===== src/rtl/nclic_pkg.sv =====
// ----------------------------------------------------------------------------
// nclic_pkg
// Shared configuration and types for the nested interrupt dispatcher.
//   INT_AMOUNT : number of interrupt sources
//   PRIORITIES : number of priority levels (level 0 is never taken)
//   IntId      : source index type
//   IntPrio    : priority type, also used for the nesting stack pointer
//   state_e    : dispatcher FSM state
// ----------------------------------------------------------------------------
package nclic_pkg;

   localparam int INT_AMOUNT = 8;
   localparam int PRIORITIES = 4;

   typedef logic [$clog2(INT_AMOUNT)-1:0] IntId;
   typedef logic [$clog2(PRIORITIES)-1:0] IntPrio;

   typedef enum logic {
      IDLE = 1'b0,
      REQ  = 1'b1
   } state_e;

endpackage


===== src/rtl/nclic_dispatch_tree.sv =====
// ----------------------------------------------------------------------------
// nclic_dispatch_tree
// Combinational max-finder over N values, built as a binary tree.
// Ties resolve to the lower index, since the left child of every node holds
// the lower-numbered leaves.
// Ports:
//   vals    : candidate values, one per index
//   win_val : largest value
//   win_idx : index of the largest value (lowest index on a tie)
// ----------------------------------------------------------------------------
module nclic_dispatch_tree #(
   parameter int  N       = 8,
   parameter type TreeVal = logic [1:0],
   parameter type TreeIdx = logic [2:0]
) (
   input  TreeVal vals [N],
   output TreeVal win_val,
   output TreeIdx win_idx
);

   // Leaves padded to a power of two; padding leaves carry value 0 and can
   // never beat a real leaf because the comparison is strict.
   localparam int LEAVES = 1 << $clog2(N);

   // Heap layout: node k has children 2k and 2k+1, leaves at LEAVES+i.
   TreeVal node_val [2*LEAVES];
   TreeIdx node_idx [2*LEAVES];

   always_comb begin
      // NOTE: every node gets a default before the reduction, so no path
      // leaves a variable unassigned and no latch is inferred.
      for (int k = 0; k < 2*LEAVES; k++) begin
         node_val[k] = '0;
         node_idx[k] = '0;
      end
      for (int i = 0; i < N; i++) begin
         node_val[LEAVES+i] = vals[i];
         node_idx[LEAVES+i] = TreeIdx'(i);
      end
      for (int k = LEAVES-1; k >= 1; k--) begin
         if (node_val[2*k+1] > node_val[2*k]) begin
            node_val[k] = node_val[2*k+1];
            node_idx[k] = node_idx[2*k+1];
         end else begin
            node_val[k] = node_val[2*k];
            node_idx[k] = node_idx[2*k];
         end
      end
      win_val = node_val[1];
      win_idx = node_idx[1];
   end

endmodule


===== src/rtl/nclic_dispatch.sv =====
// ----------------------------------------------------------------------------
// nclic_dispatch
// Edge-triggered interrupt dispatcher with per-source priority/enable and a
// nesting stack of active handler priorities.
// Build option: NCLIC_PREEMPT_EN
//   defined   : nested preemption; a source is requested only when its
//               priority beats the priority on top of the nesting stack
//   undefined : single active slot; nothing is requested while a handler runs
// Ports:
//   clk, reset        : clock, synchronous active-high reset
//   irq               : interrupt sources, rising-edge sensitive
//   cfg_we/id/prio/en : write priority and enable of one source
//   req, req_id       : registered request to the core and its source id
//   ack               : core accepts the request (only while req is high)
//   done              : core finished the innermost active handler
// ----------------------------------------------------------------------------
module nclic_dispatch
   import nclic_pkg::*;
(
   input  logic                  clk,
   input  logic                  reset,
   input  logic [INT_AMOUNT-1:0] irq,
   input  logic                  cfg_we,
   input  IntId                  cfg_id,
   input  IntPrio                cfg_prio,
   input  logic                  cfg_en,
   output logic                  req,
   output IntId                  req_id,
   input  logic                  ack,
   input  logic                  done
);

   logic [INT_AMOUNT-1:0] irq_s;
   logic [INT_AMOUNT-1:0] irq_hist;
   logic [INT_AMOUNT-1:0] irq_edge;
   logic [INT_AMOUNT-1:0] pending;
   logic [INT_AMOUNT-1:0] pending_nxt;
   logic [INT_AMOUNT-1:0] enable;
   IntPrio                prio     [INT_AMOUNT];
   IntPrio                eff_prio [INT_AMOUNT];
   IntPrio                win_prio;
   IntId                  win_id;
   state_e                state;
   logic                  ack_fire;
   logic                  take;

   // irq is sampled once, then compared with the previous sample; this gives
   // the two-cycle latency from the sampled edge to req.
   assign irq_edge = irq_s & ~irq_hist;
   assign ack_fire = (state == REQ) && ack;

   always_comb begin
      for (int i = 0; i < INT_AMOUNT; i++) begin
         eff_prio[i] = (pending[i] && enable[i]) ? prio[i] : '0;
      end
   end

   nclic_dispatch_tree #(
      .N       (INT_AMOUNT),
      .TreeVal (IntPrio),
      .TreeIdx (IntId)
   ) u_tree (
      .vals    (eff_prio),
      .win_val (win_prio),
      .win_idx (win_id)
   );

   // Clear on accept first, then OR in new edges so a fresh edge on the
   // accepted source in the same cycle survives.
   always_comb begin
      pending_nxt = pending;
      if (ack_fire) begin
         pending_nxt[req_id] = 1'b0;
      end
      pending_nxt = pending_nxt | irq_edge;
   end

   // Source state: edge history, pending bits and configuration.
   always_ff @(posedge clk) begin
      // NOTE: state is written with <= so every flop takes its pre-edge
      // inputs no matter how the statements are ordered.
      if (reset) begin
         irq_s    <= '0;
         irq_hist <= '0;
         pending  <= '0;
         enable   <= '0;
         for (int i = 0; i < INT_AMOUNT; i++) begin
            prio[i] <= '0;
         end
      end else begin
         irq_s    <= irq;
         irq_hist <= irq_s;
         pending  <= pending_nxt;
         if (cfg_we) begin
            prio[cfg_id]   <= cfg_prio;
            enable[cfg_id] <= cfg_en;
         end
      end
   end

`ifdef NCLIC_PREEMPT_EN
   localparam int DEPTH = PRIORITIES - 1;

   IntPrio stack [DEPTH];
   IntPrio sp;
   IntPrio sp_dec;
   IntPrio threshold;
   IntPrio req_prio;
   logic   pop;

   assign sp_dec    = sp - IntPrio'(1);
   assign pop       = done && (sp != '0);
   assign threshold = (sp == '0) ? '0 : stack[sp_dec];
   assign take      = win_prio > threshold;

   // Simultaneous pop and push replace the top entry; depth is unchanged.
   always_ff @(posedge clk) begin
      if (reset) begin
         sp <= '0;
      end else if (ack_fire && !pop) begin
         sp <= sp + IntPrio'(1);
      end else if (!ack_fire && pop) begin
         sp <= sp_dec;
      end
   end

   // NOTE: stack entries at or above sp are never read, so only the pointer
   // is reset and the storage stays a plain register file.
   always_ff @(posedge clk) begin
      if (ack_fire) begin
         stack[pop ? sp_dec : sp] <= req_prio;
      end
   end

   // Pushed priorities strictly increase, so a push onto a full stack
   // means the threshold logic is broken.
   assert property (@(posedge clk) disable iff (reset)
      !(ack_fire && !pop && (sp == IntPrio'(DEPTH))));
`else
   logic active;

   assign take = !active && (win_prio != '0);

   // Accept wins over done so an ack+done pair hands the slot straight on.
   always_ff @(posedge clk) begin
      if (reset) begin
         active <= 1'b0;
      end else if (ack_fire) begin
         active <= 1'b1;
      end else if (done) begin
         active <= 1'b0;
      end
   end
`endif

   // Request FSM; req_id is latched on entry to REQ and held until ack, so
   // later edges or configuration writes cannot change a posted request.
   always_ff @(posedge clk) begin
      if (reset) begin
         state  <= IDLE;
         req    <= 1'b0;
         req_id <= '0;
`ifdef NCLIC_PREEMPT_EN
         req_prio <= '0;
`endif
      end else begin
         case (state)
            IDLE: begin
               if (take) begin
                  state  <= REQ;
                  req    <= 1'b1;
                  req_id <= win_id;
`ifdef NCLIC_PREEMPT_EN
                  req_prio <= win_prio;
`endif
               end
            end
            REQ: begin
               if (ack) begin
                  state <= IDLE;
                  req   <= 1'b0;
               end
            end
         endcase
      end
   end

endmodule


===== config.mk =====
export PLATFORM = sky130hd
export DESIGN_NAME = nclic_dispatch
export DESIGN_NICKNAME = d
export VERILOG_FILES = /design/src/rtl/nclic_pkg.sv /design/src/rtl/nclic_dispatch_tree.sv /design/src/rtl/nclic_dispatch.sv
export SDC_FILE = /design/constraint.sdc
export NUM_CORES = 1
export LEC_CHECK = 0
export CORE_AREA = 2 2 92 94
export DETAILED_ROUTE_END_ITERATION = 8
export DIE_AREA = 0 0 94 96
export MAX_ROUTING_LAYER = met4
export PLACE_DENSITY = 0.57
export SLEW_MARGIN = 20
export SYNTH_ARGS = -nofsm -noshare
export SYNTH_HDL_FRONTEND = slang
export SYNTH_HIERARCHICAL = 1
export SYNTH_SLANG_ARGS = --single-unit
export TNS_END_PERCENT = 10

===== constraint.sdc =====
create_clock -name clk -period 4.5 [get_ports clk]
set_input_delay 0.9 -clock clk [delete_from_list [all_inputs] [get_ports clk]]
set_output_delay 0.9 -clock clk [all_outputs]
set_load 0.1 [all_outputs]

== After elaboration in Yosys (flattened, before gate mapping) ==
Memory sizes are Yosys's and may differ from the RTL's.
Cells that the tools add are included.

* Bits in writable memories: 16
* Output and inout port bits: 4
* Memories kept: 1
* Bits of input ports: 19
* Register bits after elaboration: 38
* Word-level logic and storage cells: 90

{| class="wikitable"
|+ Memory list
! name !! words !! bits a word !! rd ports !! clocked after Yosys merged registers in !! wr ports !! RTL line !! source
|-
| prio || 8 || 2 || 8 || 0 || 8 || nclic_dispatch.sv:39 || <nowiki>IntPrio prio [INT_AMOUNT];</nowiki>
|}

* Equal/unequal tests: 2
* Reductions and logical operators: 18
* Muxes and demuxes: 44
* Order comparisons: 11
* Bitwise gates (word level): 6

{| class="wikitable"
|+ Operator list
! kind !! number
|-
| 2-to-1 mux 2 bit || 18
|-
| 2-to-1 mux 1 bit || 18
|-
| AND 8 bit || 2
|-
| NOT 8 bit || 2
|-
| greater-than comparator 2 bit || 7
|-
| logical AND 1 bit || 12
|-
| bitwise mux 8 bit || 1
|-
| < comparator 3 x 4 -> 1 bit (second input constant) || 2
|-
| 2-to-1 mux 8 bit || 1
|-
| OR 8 bit || 1
|-
| demux 1 bit (select 3 bit) || 2
|-
| greater-or-equal comparator 3 x 1 -> 1 bit (second input constant) || 2
|-
| 2-to-1 mux 3 bit || 2
|-
| != test 2 bit (second input constant) || 2
|-
| one-hot mux 1 bit (2 select lines) || 2
|-
| AND reduction 2 bit || 2
|-
| nonzero test 2 bit || 2
|-
| OR reduction 2 bit || 1
|-
| zero test 1 bit || 1
|-
| NOT 1 bit || 1
|}

== Depth between registers and ports, before layout ==
Gate-level depths: netlist of run 1.

* Word-level depth: 12
* Mapped depth: 20
* Depth with buffers taken out: 20

== Modules after synthesis ==
The synthesis of run 1 kept the hierarchy.

{| class="wikitable"
|+ By module, submodules not included
! module !! cells an instance !! sequential area each (µm²) !! area an instance (µm²) !! times used
|-
| nclic_dispatch || 201 || 1241.2 || 2185.8 || 1
|-
| nclic_dispatch_tree || 74 || 0.0 || 563.0 || 1
|}

== Worst setup path before layout of run 1 ==
OpenSTA, ideal clock, no wires.

* Path kind: flip-flop to flip-flop
* Start point: register pending[5]
* End point: register req_id[2]
* Stages on the path, launching flop included: 20
* Slack: 922 ps
* Data arrival time: 3506 ps
* Period minus slack after synthesis: 3578 ps
* Path buffers: 0
* Library setup time: 72 ps
* Required time: 4428 ps
* Path through: dfxtp_1 > and3_1 > inv_1 > ha_1 > o22ai_1 > mux2i_1 > inv_1 > ha_1 > inv_1 > o22ai_1 > mux2i_1 > inv_1 > ha_1 > inv_1 > o22ai_1 > inv_1 > mux2_2 > nor2_1 > nor3_2 > mux2i_1

{| class="wikitable"
|+ RTL lines
! what !! RTL line !! source
|-
| start, declared || nclic_dispatch.sv:36 || <nowiki>logic [INT_AMOUNT-1:0] pending;</nowiki>
|-
| start signal, assigned || nclic_dispatch.sv:93 || <nowiki>pending <= pending_nxt;</nowiki>
|-
| end signal, assigned || nclic_dispatch.sv:172 || <nowiki>req_id <= win_id;</nowiki>
|-
| end, declared || nclic_dispatch.sv:28 || <nowiki>output IntId req_id,</nowiki>
|}

==> flow_summary.ini, run 1 <==
[clock_network]
path_clk_slew_ps = 110
root_buffer = clkbuf_8
post_cts_buffers = 0
cts_hold_buffers = 0
cts.sinks = 54
clock_path_buffers = 2
cts_made_buffers = 5
clk_latency_ps = 310
cts_tree = yes
cts_htree_levels = 2
ctsResizeCount = 0

[worst_setup_path]
cp_max_fo = 5
rr_worst_depth = 19
r2r-end = req_id[0]
worst_ep_arrival_time_ps = 4280
cpMostUsedCell = inv_1
regToRegSetupSlack_ps = 460
rr_startpoint = pending[5]
crit_chain = and3_1 > inv_1 > ha_1 > o22ai_1 > mux2i_1 > inv_1 > ha_1 > inv_1 > o22ai_1 > mux2i_1 > inv_1 > ha_1 > inv_1 > o22ai_1 > inv_1 > mux2_2 > nor2_1 > nor3_2 > mux2i_1
cp-startpoint = pending[5]
critPathKind = flop to flop
cp-start-kind = flop
crit_path_end_kind = flop
cp_slowest_stage_delay_ps = 370
cp.required_ps = 4740
crit_end = req_id[0]
cpMaxStageDelayCell = dfxtp_1

[final_layout]
fin_nets = 337
utilization_pct = 39.32
layout.cells.non_filler = 403
drive_gt1_share_pct = 7.718
area_growth_pct = 15.16
design_area_um2 = 3166
final.fill_count = 817
n_antenna_cell = 0

[synthesis]
yosysWarningCount = 6
yosys.area.top_type = dfxtp_1
synth_edf_count = 16
netlist.area_leader.share_pct = 27.67
synthArstFlopShare_pct = 0
synth_cell_types = 40
synth_seq_area_share_pct = 45.15
avgSynthCellArea_um2 = 9.996
synth.cell_area_um2 = 2749
ys_top_cells_by_area = dfxtp_1 28%, edfxtp_1 17%, ha_1 9.6%
synthFlopType = dfxtp_1
syn_nets = 315
synthCells = 275
synth-seq-cells = 54

[sta]
hold_viol = 0
fin_worst_skew_ps = 11.93
rsz0062_at_grt = no
slew_headroom_pct = 35.80
hold_slack_ps = 472.2
worstMarginPinSlew_ps = 960.0
layout_min_cycle_time_ps = 4039
setup_viol = 0
tns_ps = 0
slew_viol_final = 0
min_period_over_period_pct = 89.75
max_freq_ghz = 0.2476
fin_ws_ps = 461.2

[grt]
use_met1_pct = 14.43
grt_antenna_before_repair = 0
grt_max_degree = 26
gr-usage-met3_pct = 2.114
busiest_layer = met2
grt_pass1_wl_um = 8452
grt_pass1_vias = 1827
track_usage_pct = 12.41
overflow = 0
met2_usage_pct = 22.26

[placed_design]
place_hpwl_um = 3894
place_ws_ps = 468.4
place_area_um2 = 3054
place_inst = 395
port_buffers = 22
routabilityCongestion = 0.6871

[floorplanning]
ioPinCount = 23
chipWidth_um = 94
num_rows = 33
coreArea_um2 = 8051
die_y_um = 96
initial_utilization_pct = 34.14
dieArea_um2 = 9024

[worst_hold_path]
min_path_cells = 1
hold_path_class = flop to flop

[routing]
ant_nets = 0
dr.pass1.iters = 4
drtIter0Drc = 49
vias_per_cell = 4.653
vias = 1875
drc_errors = 0
wl_per_cell_um = 12.68
drt_wl_total_um = 5112

[power]
report.power.total_mw = 0.9249
power_leakage_nw = 1.362
ir_worst_vdd_v = 0.0001447
p_per_area_nw_per_um2 = 292.2

[outcome]
status = finished clean

[run]
max-cap-violations = 0
==> worst min-delay path by stage <==
stage,startpoint,end,slack [ps]
6_report,irq_s[6],irq_hist[6],470
4_1_cts,irq_s[6],irq_hist[6],480
5_1_grt,irq_s[6],irq_hist[6],490
3_3_place_gp,irq_hist[5],pending[5],460
2_1_floorplan,irq_s[7],irq_hist[7],440
3_5_place_dp,irq_s[6],irq_hist[6],460
==> Yosys cell counts, drive strengths merged (5+ instances only) <==
library cell	instances
nand2b	15
edfxtp	16
buf	8
and3	17
nor3	5
nor2	30
dfxtp	38
mux2i	19
a21oi	7
inv	32
nor2b	20
ha	21
a22o	8
==> cell families after synthesis <==
kind of cell	synth area share [%]
simple gates	23.21
flops	45.15
buf+inv	7.010
compound gates	7.192
mux	7.874
fa+ha+maj	9.558
==> sequential cells by signal, indices dropped and copies added, names as in the netlist <==
register,flops
req_id,3
enable,8
state,1
pending,8
req,1
prio,16
active,1
irq_hist,8
irq_s,8
==> power by group <==
part           switching, mW  total [mW]  leakage (nW)  internal (mW)
sequential            0.0100       0.534         0.466          0.524
clock                  0.165       0.313        0.0573          0.148
combinational         0.0386      0.0778         0.839         0.0391
==> per-layer routing <==
metal | part of all wire, % | wire length [um]
met5 | 0 | 0
met2 | 51 | 2593
met4 | 0.39 | 20
met3 | 2.0 | 102
met1 | 47 | 2396
==> final cells by class <==
cell class / instances / area (um^2) / area share [%]
Clock buffer: 6 / 93.84 / 2.964
Clock inverter: 2 / 17.52 / 0.5534
Inverter: 33 / 123.9 / 3.913
Multi-Input combinational cell: 178 / 1315 / 41.54
Sequential cell: 54 / 1241 / 39.21
Tap cell: 105 / 131.4 / 4.150
Timing Repair Buffer: 25 / 242.7 / 7.668
==> layout by cell type, fill, tap and decap left out, types with 7 or more instances in the layout <==
cell type        Yosys  layout
and3_1              17      17
clkdlybuf4s50_1      0      22
edfxtp_1            16      16
a22o_1               8       8
dfxtp_1             38      38
nor2b_1             20      20
ha_1                21      21
nand2b_1            15      15
inv_1               32      32
a21oi_1              7       7
mux2i_1             18      18
nor2_1              29      29
==> critical path, delay by kind of cell (launching register included) <==
kind / cells / cell delay (ps)
muxes: 4 / 1030
adders and majority gates: 3 / 840
AOI/OAI and AO/OA: 3 / 790
and+or+nand+nor: 3 / 560
DFF: 1 / 370
buffers and inverters: 6 / 370
Power figures use the tool's default switching activity.
==> inputs of run 2 (changes only) <==
- CTS_BUF_LIST: not set -> sky130_fd_sc_hd__clkbuf_16
==> flow_summary.ini, run 2 (same netlist as run 1, synthesis figures left out) <==
[final_layout]
drive_gt1_share_pct = 7.718
area_growth_pct = 17.21
utilization_pct = 40.02
final_common_cell = dfxtp_1
largest-register = prio
n_antenna_cell = 0
final.fill_count = 814
fin_nets = 337
multi_input_area_um2 = 1315
seq_area_um2 = 1241
layout.cells.most_common_list = 38 x dfxtp_1, 32 x inv_1, 29 x nor2_1
largest_reg_flops = 16

[floorplanning]
ioPinCount = 23
die_y_um = 96
initial_utilization_pct = 34.14
dieArea_um2 = 9024
chipWidth_um = 94
coreArea_um2 = 8051
num_rows = 33

[sta]
max_freq_ghz = 0.2481
worstMarginPinSlew_ps = 960.0
setup_viol = 0
hold_viol = 0
fin_worst_skew_ps = 6.422
rsz0062_at_grt = no
fin_ws_ps = 469.1
layout_min_cycle_time_ps = 4031
tns_ps = 0
slew_viol_final = 0
min_period_over_period_pct = 89.58
slew_headroom_pct = 35.80

[worst_setup_path]
cpMaxStageDelayCell = dfxtp_1
cp_slowest_stage_delay_ps = 350
crit_chain = and3_1 > inv_1 > ha_1 > o22ai_1 > mux2i_1 > inv_1 > ha_1 > inv_1 > o22ai_1 > mux2i_1 > inv_1 > ha_1 > inv_1 > o22ai_1 > inv_1 > mux2_2 > nor2_1 > nor3_2 > mux2i_1
critPathKind = flop to flop
worst_ep_arrival_time_ps = 4250
cp-start-kind = flop
cp_max_fo = 5
cpMostUsedCell = inv_1
critical-path-top-delay-family = multiplexers
worst-path-buf-inv = 6
cp.required_ps = 4720
crit_path_end_kind = flop

[power]
p_int_mw = 0.8077
p_clk_share_pct = 40.7
p_sw_mw = 0.2252
p_per_area_nw_per_um2 = 320.6
power_frac_comb_pct = 7.5
power_leakage_nw = 1.388
p_seq_share_pct = 51.7
ir_worst_vdd_v = 0.0001262
switching_share_pct = 21.80

[routing]
top_layer = met4
vias_per_cell = 4.635
vias = 1868
drtIter0Drc = 45
met2_length_um = 2545
drt_wl_total_um = 5115
ant_nets = 0
dr_wl_met3_um = 87
drc_errors = 0
dr.pass1.iters = 4
wl_met1_um = 2395
wl_per_cell_um = 12.69

[clock_network]
cts.sinks = 54
cts_hold_buffers = 0
clock_path_buffers = 2
root_buffer = clkbuf_16
post_cts_buffers = 0
ctsResizeCount = 0
cts_made_buffers = 5
path_clk_slew_ps = 70
clk_latency_ps = 290
cts_tree = yes
cts_htree_levels = 2

[grt]
grt_pass1_vias = 1846
grt_max_degree = 26
grt_pass1_wl_um = 8542
grt_antenna_before_repair = 0
overflow = 0
track_usage_pct = 12.65

[placed_design]
routabilityCongestion = 0.6871
port_buffers = 22
place_hpwl_um = 3894
place_ws_ps = 468.4

[worst_hold_path]
hold_path_class = flop to flop

[outcome]
status = finished clean

[run]
max-cap-violations = 0
## run 2: power groups by stage
stage               combinational, mW  clock, mW  sequential, mW
finish                         0.0778      0.421           0.534
detailed placement             0.0782          0           0.546
global route                   0.0861      0.447           0.537
CTS                            0.0785      0.432           0.535
floorplan                      0.0499          0           0.544
global placement               0.0774          0           0.546
## run 2: worst reg2reg max path: cells and delay by family (launching register included)
kind | cells | cell delay [ps]
compound gates | 3 | 790
fa+ha+maj | 3 | 840
buf+inv | 6 | 380
flops | 1 | 350
mux | 4 | 1030
simple gates | 3 | 560
## run 2: area by class of cell
class / instances / share of cell area (%)
Sequential cell: 54 / 38.52
Inverter: 33 / 3.845
Multi-Input combinational cell: 178 / 40.82
Clock inverter: 2 / 0.5437
Timing Repair Buffer: 25 / 7.534
Tap cell: 105 / 4.078
Clock buffer: 6 / 4.660
## run 2: worst paths after layout
kind,startpoint,to,slack [ps],depth (start not counted)
max reg2reg,pending[5],req_id[0],470,19
max,pending[5],req_id[0],470,19
min,irq_s[6],irq_hist[6],470,1
min reg2reg,irq_s[6],irq_hist[6],470,1
## run 2: stage by stage
stage	instance area, um^2	power, mW	cells	hold WS, ps
after floorplan	2749	0.5935	275	444.3
after global placement	3054	0.6231	395	455.1
after detailed placement	3054	0.6244	395	460.0
after CTS	3222	1.046	403	471.5
after global routing	3222	1.070	403	484.6
final	3222	1.033	403	466.9
## run 2: layer usage
| metal | GRT usage [%] | up-vias |
|---|---|---|
| met5 | - | - |
| met4 | 4.348 | 0 |
| met3 | 2.349 | 8 |
| met2 | 22.50 | 15 |
| met1 | 14.33 | 875 |
| li1 | - | 970 |
==> inputs of run 3 (changes only) <==
- CORE_AREA: 2 2 92 94 -> 2 2 74 76
- DIE_AREA: 0 0 94 96 -> 0 0 76 78
- PLACE_DENSITY: 0.57 -> 0.8
==> flow_summary.ini, run 3 (same netlist as run 1, synthesis figures left out) <==
[grt]
grt_pass1_vias = 1831
track_usage_pct = 18.98
grt_max_degree = 38
grt_pass1_wl_um = 8652
grt_antenna_before_repair = 0
overflow = 0

[final_layout]
largest_reg_flops = 16
seq_area_um2 = 1241
final.fill_count = 421
design_area_um2 = 3158
layout.cells.non_filler = 366
drive_gt1_share_pct = 6.757
final_common_cell = dfxtp_1
n_antenna_cell = 0
fin_nets = 335
multi_input_area_um2 = 1315
layout.cells.most_common_list = 38 x dfxtp_1, 32 x inv_1, 29 x nor2_1
largest-register = prio
area_growth_pct = 14.88

[routing]
drtIter0Drc = 46
wl_per_cell_um = 13.80
ant_nets = 0
drt_wl_total_um = 5051
vias = 1897
vias_per_cell = 5.183
dr.pass1.iters = 4
drc_errors = 0

[sta]
hold_viol = 0
layout_min_cycle_time_ps = 4060
min_period_over_period_pct = 90.22
slew_headroom_pct = 35.46
rsz0062_at_grt = no
fin_worst_skew_ps = 5.533
tns_ps = 0
setup_viol = 0
max_freq_ghz = 0.2463
worstMarginPinSlew_ps = 965.1
slew_viol_final = 0

[clock_network]
clk_latency_ps = 290
cts_htree_levels = 2
ctsResizeCount = 0
cts_made_buffers = 5
cts_tree = yes
path_clk_slew_ps = 70
post_cts_buffers = 0
cts_hold_buffers = 0
clock_path_buffers = 2
root_buffer = clkbuf_16
cts.sinks = 54

[floorplanning]
die_y_um = 78
chipWidth_um = 76
num_rows = 26
dieArea_um2 = 5928
ioPinCount = 23
coreArea_um2 = 5042
initial_utilization_pct = 54.52

[placed_design]
port_buffers = 22
place_area_um2 = 2995
routabilityCongestion = 0.7592
place_hpwl_um = 3679
place_inst = 358

[power]
ir_worst_vdd_v = 0.0002260
report.power.total_mw = 1.020
p_int_mw = 0.8026
p_clk_share_pct = 40.1
switching_share_pct = 21.30
p_per_area_nw_per_um2 = 322.9
p_seq_share_pct = 52.5
p_sw_mw = 0.2172
power_leakage_nw = 1.375
power_frac_comb_pct = 7.5

[worst_hold_path]
hold_path_class = flop to flop

[worst_setup_path]
cp_max_fo = 5
worst_ep_arrival_time_ps = 4270
crit_chain = and3_1 > inv_1 > ha_1 > clkinv_1 > o22ai_1 > mux2i_1 > inv_1 > ha_1 > inv_1 > o22ai_1 > mux2i_1 > inv_1 > ha_1 > inv_1 > o22ai_1 > inv_1 > mux2_2 > nor2_1 > nor3_2 > mux2i_1
cpMaxStageDelayCell = dfxtp_1
cp_slowest_stage_delay_ps = 360
critical-path-top-delay-family = multiplexers
cp-start-kind = flop
critPathKind = flop to flop
cpMostUsedCell = inv_1
cp.required_ps = 4710
worst-path-buf-inv = 7
crit_path_end_kind = flop

[outcome]
status = finished clean

[run]
max-cap-violations = 0
[run 3: power groups by stage]
stage	clock network [mW]	logic (mW)	registers (mW)
after floorplan	0	0.0499	0.544
after global placement	0	0.0739	0.545
after detailed placement	0	0.0757	0.546
after CTS	0.413	0.0763	0.535
after global routing	0.432	0.0847	0.537
final	0.409	0.0761	0.535
[run 3: path summary, 6_finish.rpt]
| kind | endpoint | slack (ps) | startpoint | cells after the start |
|---|---|---|---|---|
| worst min register to register | req | 470 | req | 1 |
| worst min-delay path | req | 470 | req | 1 |
| worst max-delay path | req_id[2] | 440 | pending[5] | 20 |
| worst max register to register | req_id[2] | 440 | pending[5] | 20 |
[run 3: layout make-up]
| cell class | count | share of cell area [%] |
|---|---|---|
| well taps | 70 | 2.773 |
| clock buffers | 6 | 4.754 |
| inverters | 33 | 3.922 |
| flip-flops and latches | 54 | 39.30 |
| repair buffers | 23 | 7.211 |
| multi-input cells | 178 | 41.64 |
| clock inverters | 2 | 0.3962 |
[run 3: routing by layer]
| metal | global-route usage, % | vias up | part of all wire (%) |
|---|---|---|---|
| li1 | - | 969 | - |
| met1 | 23.23 | 884 | 46 |
| met2 | 31.87 | 37 | 49 |
| met3 | 3.372 | 7 | 3.0 |
| met4 | 6.727 | 0 | 2.1 |
| met5 | - | - | 0 |
[run 3: worst register-to-register path, cell delays in order (launching register included)]
cell	delay, ps
dfxtp_1	360
and3_1	200
inv_1	50
ha_1	280
clkinv_1	70
o22ai_1	230
mux2i_1	280
inv_1	70
ha_1	270
inv_1	40
o22ai_1	290
mux2i_1	260
inv_1	70
ha_1	280
inv_1	40
o22ai_1	220
inv_1	120
mux2_2	240
nor2_1	50
nor3_2	340
mux2i_1	250
[run 3: metrics by stage]
step | hold slack [ps] | util (%) | setup slack [ps]
final | 471.7 | 62.63 | 440.1
after floorplan | 444.3 | - | 922.2
after detailed placement | 461.0 | 59.40 | 458.1
after global placement | 449.1 | 59.40 | 690.0
after global routing | 483.7 | 62.63 | 156.1
after CTS | 472.9 | 62.63 | 415.6
